### src/rtl/zanagotchi_atributos_n.sv
// rtl/zanagotchi_atributos_n.sv - saturating attribute engine with game tick, pause, alerts and death latch
module zanagotchi_atributos_n #(
    parameter int N_ATTR     = 3,
    parameter int W          = 8,
    parameter int TICK_DIV   = 100,
    parameter int INIT       = 100,
    parameter int GANHO      = 10,
    parameter int DECAIMENTO = 1,
    parameter int LIMIAR     = 20,
    localparam int IW        = (N_ATTR > 1) ? $clog2(N_ATTR) : 1
) (
    input  logic                clk,
    input  logic                rst_n,
    input  logic                acao_valida,
    input  logic [IW-1:0]       acao_idx,
    input  logic                pausa,
    output logic [N_ATTR*W-1:0] atributos,
    output logic [N_ATTR-1:0]   alerta,
    output logic                morreu,
    output logic                tick
);

    localparam int            CW      = (TICK_DIV > 1) ? $clog2(TICK_DIV) : 1;
    localparam logic [CW-1:0] LAST    = CW'(TICK_DIV - 1);
    localparam logic [W:0]    MAX_VAL = {1'b0, {W{1'b1}}};

    typedef enum logic [1:0] {VIVO, PAUSADO, MORTO} estado_t;

    estado_t       estado, estado_next;
    logic [CW-1:0] cnt;
    logic [W-1:0]  v      [N_ATTR];
    logic [W-1:0]  v_next [N_ATTR];
    logic [W:0]    soma   [N_ATTR];
    logic          run, wrap, any_zero;

    // Counting resumes the same cycle pausa drops, so a pause only shifts the phase.
    assign run  = (estado != MORTO) && !pausa;
    assign wrap = run && (cnt == LAST);

    always_comb begin
        any_zero = 1'b0;
        for (int i = 0; i < N_ATTR; i++) begin
            soma[i] = {1'b0, v[i]} + (W+1)'(GANHO);
            if (acao_valida && (acao_idx == IW'(i))) begin
                v_next[i] = (soma[i] > MAX_VAL) ? {W{1'b1}} : soma[i][W-1:0];
            end else begin
                v_next[i] = (v[i] >= W'(DECAIMENTO)) ? v[i] - W'(DECAIMENTO) : '0;
            end
            if (v_next[i] == '0) begin
                any_zero = 1'b1;
            end
        end
    end

    always_comb begin
        estado_next = estado;
        case (estado)
            VIVO: begin
                if (pausa)                estado_next = PAUSADO;
                else if (wrap && any_zero) estado_next = MORTO;
            end
            PAUSADO: begin
                if (!pausa) estado_next = (wrap && any_zero) ? MORTO : VIVO;
            end
            MORTO:   estado_next = MORTO;
            default: estado_next = VIVO;
        endcase
    end

    always_ff @(posedge clk or negedge rst_n) begin
        if (!rst_n) begin
            estado <= VIVO;
        end else begin
            estado <= estado_next;
        end
    end

    always_ff @(posedge clk or negedge rst_n) begin
        if (!rst_n) begin
            cnt  <= '0;
            tick <= 1'b0;
            for (int i = 0; i < N_ATTR; i++) begin
                v[i] <= W'(INIT);
            end
        end else begin
            tick <= wrap;
            if (run) begin
                cnt <= wrap ? '0 : cnt + 1'b1;
            end
            if (wrap) begin
                for (int i = 0; i < N_ATTR; i++) begin
                    v[i] <= v_next[i];
                end
            end
        end
    end

    assign morreu = (estado == MORTO);

    for (genvar g = 0; g < N_ATTR; g++) begin : g_out
        assign atributos[g*W +: W] = v[g];
        assign alerta[g]           = ({1'b0, v[g]} < (W+1)'(LIMIAR));
    end

endmodule

### config.mk
export PLATFORM = sky130hd
export DESIGN_NAME = zanagotchi_atributos_n
export DESIGN_NICKNAME = d
export VERILOG_FILES = /design/src/rtl/zanagotchi_atributos_n.sv
export SDC_FILE = /design/constraint.sdc
export NUM_CORES = 1
export LEC_CHECK = 0
export CAP_MARGIN = 40
export CORE_ASPECT_RATIO = 1.1
export CORE_MARGIN = 2
export CORE_UTILIZATION = 58
export DETAILED_ROUTE_END_ITERATION = 10
export PLACE_DENSITY = 0.82
export RECOVER_POWER = 50
export SYNTH_ARGS = -nofsm -noshare
export SYNTH_HDL_FRONTEND = slang
export SYNTH_SLANG_ARGS = --single-unit
### constraint.sdc
create_clock -name clk -period 3.1 [get_ports clk]
set_clock_uncertainty 0.15 [all_clocks]
set_input_delay 0.62 -clock clk [delete_from_list [all_inputs] [get_ports clk]]
set_output_delay 0.62 -clock clk [all_outputs]
set_load 0.02 [all_outputs]
==> summary.txt <==
Synth top cells by count: o21ai_0 (50), nand2_1 (49), nor2_1 (34)
Slew Limit Fails: 35
delay-heaviest family, CP: simple AND/OR/NAND/NOR gates
RSZ-0062 raised after global routing: false
count leader, synth: o21ai_0
drt pass-1 iters: 5
DRT Wirelength: 8.19 mm
Max IR drop VDD: 0.291 mV
critical path launch point type: flop
leakage power: 0.00148 uW
Fin Setup TNS: 0 ns
layout cells sized above 1: 10.1%
crit-path max FO: 8
Yosys top cell by area: dfrtp_1
WP buf/inv: 1
Synth Register Bits: 34
Critical R2R Launch: atributos[8]$_DFFE_PN0P_
post-DP HPWL: 5.69 mm
GPL Wtd Cong: 1.01
Net count, final: 458
Async SR Flop Fraction: 100%
post-place setup slack: 0.133 ns
Critical Path Start: atributos[8]$_DFFE_PN0P_
power density over the cells: 314 nW/um^2
Netlist Area Pre-Place: 3160 sq um
slowest stage cell, crit path: or4b_4
Tot Pwr: 1160 uW
period utilization: 90.9%
Cell variety after synth: 70
crit path time final: 2.82 ns
fmax: 355 MHz
synth top area cells: dfrtp_1 (20%), o21ai_0 (7.9%), dfstp_2 (7.5%)
DR iter-0 viols: 262
WL/cell: 16.0 um
total number of vias: 3266
largest stage delay on the critical path: 0.50 ns
area of the core: 5330 sq um
worst setup slack after layout: 0.283 ns
hold_sp: estado[1]$_DFFE_PN0P_
worst min-delay path category: reg -> reg
H-tree Lvls: 2
fillers: 452
TritonCTS clock tree: done
die height: 81.4 um
clock tree buffer depth: 2
# rows: 28
Area Overhead vs Synth: 17.0%
Cells after Synth: 410
Setup CP Type: reg -> reg
dominant synthesized flop cell: dfrtp_1
Total GRT Usage: 28.5%
final hold violations: 0
Remaining Overflow, GRT: 0
sequential area share after synthesis: 27.3%
worst path cell trace: inv_1 > ha_1 > or4b_4 > or4b_1 > a21oi_1 > a21oi_1 > nand4b_1 > nor2_1 > a211o_1
Initial Util: 59.3%
DRT antenna net count: 0
CP endpoint kind: flop
status: complete, but fails checks
PortBufs: 34
# diodes: 0
# DRC: 0
TritonCTS buffer count: 5
Reg clk slew, reported paths: 0.08 ns
final-report setup violation count: 0
Rel. slew slack: -21.6%
Die Width: 74.4 um
syn avg cell area: 7.71 sq um
Max Cap Viol: 1
Die Area: 6050 sq um
CTS sink count: 34
Post-synth EDFFs: 0
YS warnings: 0
initial antenna violation count: 0
Data required, critical path: 3.14 ns
vias in the first global route: 2864
Post CTS Setup Buffer Count: 0
CTS root buffer: clkbuf_8
violations in the final reports: capacitance limit, slew limit
top-area cell type share of the netlist area: 19.8%
io pins: 35
clk_lat worst skew: 0.30 ns
first-pass GRT wire length: 13.6 mm
Via-to-Cell Ratio: 6.38
Fin Hold WS: 0.344 ns
arrival time at the worst endpoint: 2.86 ns
Syn Nets: 432
CP dominant cell by count: a21oi_1
Slew @ Worst Pin: 1.82 ns
largest net degree at the start of global routing: 35
## registers in the layout (all words and copies together), names as in the netlist
name       flops
estado         2
atributos     24
tick           1
cnt            7
## logic make-up after synthesis
family	share of synthesized area [%]
simple gates	28.8
compound gates	28.1
buf+inv	5.70
flops	27.3
fa+ha+maj	6.34
xor+xnor	2.77
mux	0.990
## final timing paths
path / end / slack, ns / cells after the start
min reg2reg: estado[0]$_DFFE_PN0P_ / 0.34 / 1
min in group asynchronous: cnt[3]$_DFFE_PN0P_ / 1.19 / 2
max reg2reg: estado[1]$_DFFE_PN0P_ / 0.28 / 9
min: estado[0]$_DFFE_PN0P_ / 0.34 / 1
max: estado[1]$_DFFE_PN0P_ / 0.28 / 9
max in group asynchronous: atributos[1]$_DFFE_PN0P_ / 0.55 / 2
## report_power, final
| group | total [uW] | switching [uW] | internal [uW] | leakage (uW) |
|---|---|---|---|---|
| combinational | 123 | 65.9 | 57.1 | 0.00100 |
| clock | 510 | 187 | 322 | 0.0000683 |
| sequential | 527 | 46.2 | 481 | 0.000408 |
## stage by stage
stage	cell area (sq um)	util (%)	instances
final	3700	69.4	512
after global routing	3700	69.4	512
after CTS	3700	69.6	512
after detailed placement	3570	67.0	504
after global placement	3570	67.0	504
after floorplan	3160	-	410
## routing by layer
metal  vias to the layer above  part of all wire [%]  global-route usage (%)
met3                        24                   6.4                    3.97
met5                         -                     0                       0
li1                       1571                     -                       -
met2                       144                    47                    45.5
met4                         0                   2.4                    10.5
met1                      1527                    44                    39.1
## layout by cell type (no fill, tap or decap), types with 4 or more instances in the layout
master	count
and3_1	7
a21o_1	4
inv_1	11
dfrtp_1	25
and3b_1	6
nor2b_1	7
a21oi_1	23
nand3b_1	4
clkbuf_8	5
o2111ai_1	4
a31oi_1	10
o21ai_1	4
nand2_1	49
xnor2_1	7
o21ai_0	50
dlygate4sd3_1	7
nand2b_1	6
ha_1	16
dfstp_2	9
nor4b_1	4
clkdlybuf4s50_1	27
nand4_1	4
nor3_1	10
nor2_1	34
buf_4	11
nand3_1	14
## final cells by class
cell class	count	area [sq um]	area share, %
multi-input combinational	335	2120	57.4
tap	75	93.8	2.54
sequential	34	862	23.3
inverter	11	41.3	1.12
timing repair buffer	49	439	11.9
clock inverter	3	68.8	1.86
clock buffer	5	68.8	1.86
## timing repair
| item | 4_1_cts | 5_1_grt |
|---|---|---|
| hold buffers | 0 | 0 |
| endpoints found under the setup margin | 0 | 1 |
| resized for setup | 0 | 1 |
(Power assumes the default switching activity.)
==> RTL edit: new RTL, same settings <==
Make the reset (`rst_n`) synchronous in 2 clocked blocks.
--- a/src/rtl/zanagotchi_atributos_n.sv
+++ b/src/rtl/zanagotchi_atributos_n.sv
@@ -68,5 +68,5 @@
     end
 
-    always_ff @(posedge clk or negedge rst_n) begin
+    always_ff @(posedge clk) begin
         if (!rst_n) begin
             estado <= VIVO;
@@ -76,5 +76,5 @@
     end
 
-    always_ff @(posedge clk or negedge rst_n) begin
+    always_ff @(posedge clk) begin
         if (!rst_n) begin
             cnt  <= '0;
Behaviour: no difference found for any inputs over 10 cycles, from zero or initial values and one cycle with rst_n low; that may be too few to reach the edited logic, so the function may still have changed.
==> RTL edit against the original RTL <==
  * First-iteration DRC count down 11%
  * Setup slack got worse by 180 ps
  * Sequential cell count stayed put
  * Non-clock buffer count rose by 20
  * Routed wire length shrank 9.4%
  * Synthesized area down 8.5%
  * Design area fell by 2.8%
Power is not compared: it rests on default switching activity, and its combinational part moved more than twofold at a synthesized area within 25%.
==> RTL edit: results (changes against the original RTL) <==
| Metric | Value |
|---|---|
| DR WL/cell | `16.3 um (+1.7%)` |
| Worst R2R Setup Slack | `110 ps (-180 ps)` |
| Ys async rst share | `0% (-100 points)` |
| Hold depth | `2 (+1)` |
| CP max stage cell | `or4_4` |
| GP Congestion | `0.914 (-9.5%)` |
| Placed cells | `443 (-12%)` |
| Synth Area in Compound Gates | `18.8% (-9.3 points)` |
| Setup WS pre-CTS | `-24.6 ps (-157 ps)` |
| Via count | `2889 (-12%)` |
| Dominant synthesized flop cell | `edfxtp_1` |
| Global-route wire length before repair | `12200 um (-10%)` |
| Critical-path maximum fanout | `4 (-4)` |
| CP max stage delay | `560 ps (+60 ps)` |
| Core area | `4720 sq um (-11%)` |
| Syn avg cell area | `8.41 sq um (+9.1%)` |
| Non-clock buffer count | `69 (+41%)` |
| Sequential cell area | `921 sq um (+6.8%)` |
| WL final | `7420 um (-9.4%)` |
| Fraction of layout cells with a size suffix above 1 | `14.5% (+4.4 points)` |
| Comb_multi_in | `275 (-18%)` |
| Critical Path AT | `3070 ps (+210 ps)` |
| Clock network contribution to total cell area | `3.55% (-0.17 points)` |
| CLK BUF | `7 (+2)` |
| Commonest cells post-synth | `nor2_1, o21ai_0, nand2_1` |
| Status | `finished, final reports clean` |
| Nets | `421 (-8.1%)` |
| Multiplexer share of the synthesized area | `0.346% (-0.64 points)` |
| Post-synthesis adder-cell area fraction | `6.92% (+0.59 points)` |
[RTL edit: changes by cell type in the layout (fill, tap and decap cells not counted), sizes merged, moves of 5 or more]
cell,change
dfstp,-9
xnor2,+7
and2,+5
edfxtp,+24
dfxtp,+10
dfrtp,-25
a21oi,-13
nand2,-21
nor3b,+8
nand2b,-5
buf,+22
o21ai,-24
[RTL edit: routing by layer]
metal	vias to the layer above	wire length [um]	GRT usage (%)
met5	-	0	0
met4	0	210	13.4
met3	21	484	3.85
met2	139	3530	41.9
met1	1344	3190	37.8
li1	1385	-	-
[RTL edit: report_power, final]
part / leakage, nW / internal [mW] / switching, mW / total (mW)
Clock: 0.0647 / 0.257 / 0.182 / 0.440
Combinational: 0.968 / 0.126 / 0.152 / 0.279
Sequential: 0.314 / 0.505 / 0.0273 / 0.532
[RTL edit: timing repair]
action,4_1_cts,5_1_grt
hold buffers,0,0
buffers inserted,0,5
endpoints found under the setup margin,0,1
resized for setup,0,6
hold endpoints to repair,0,0
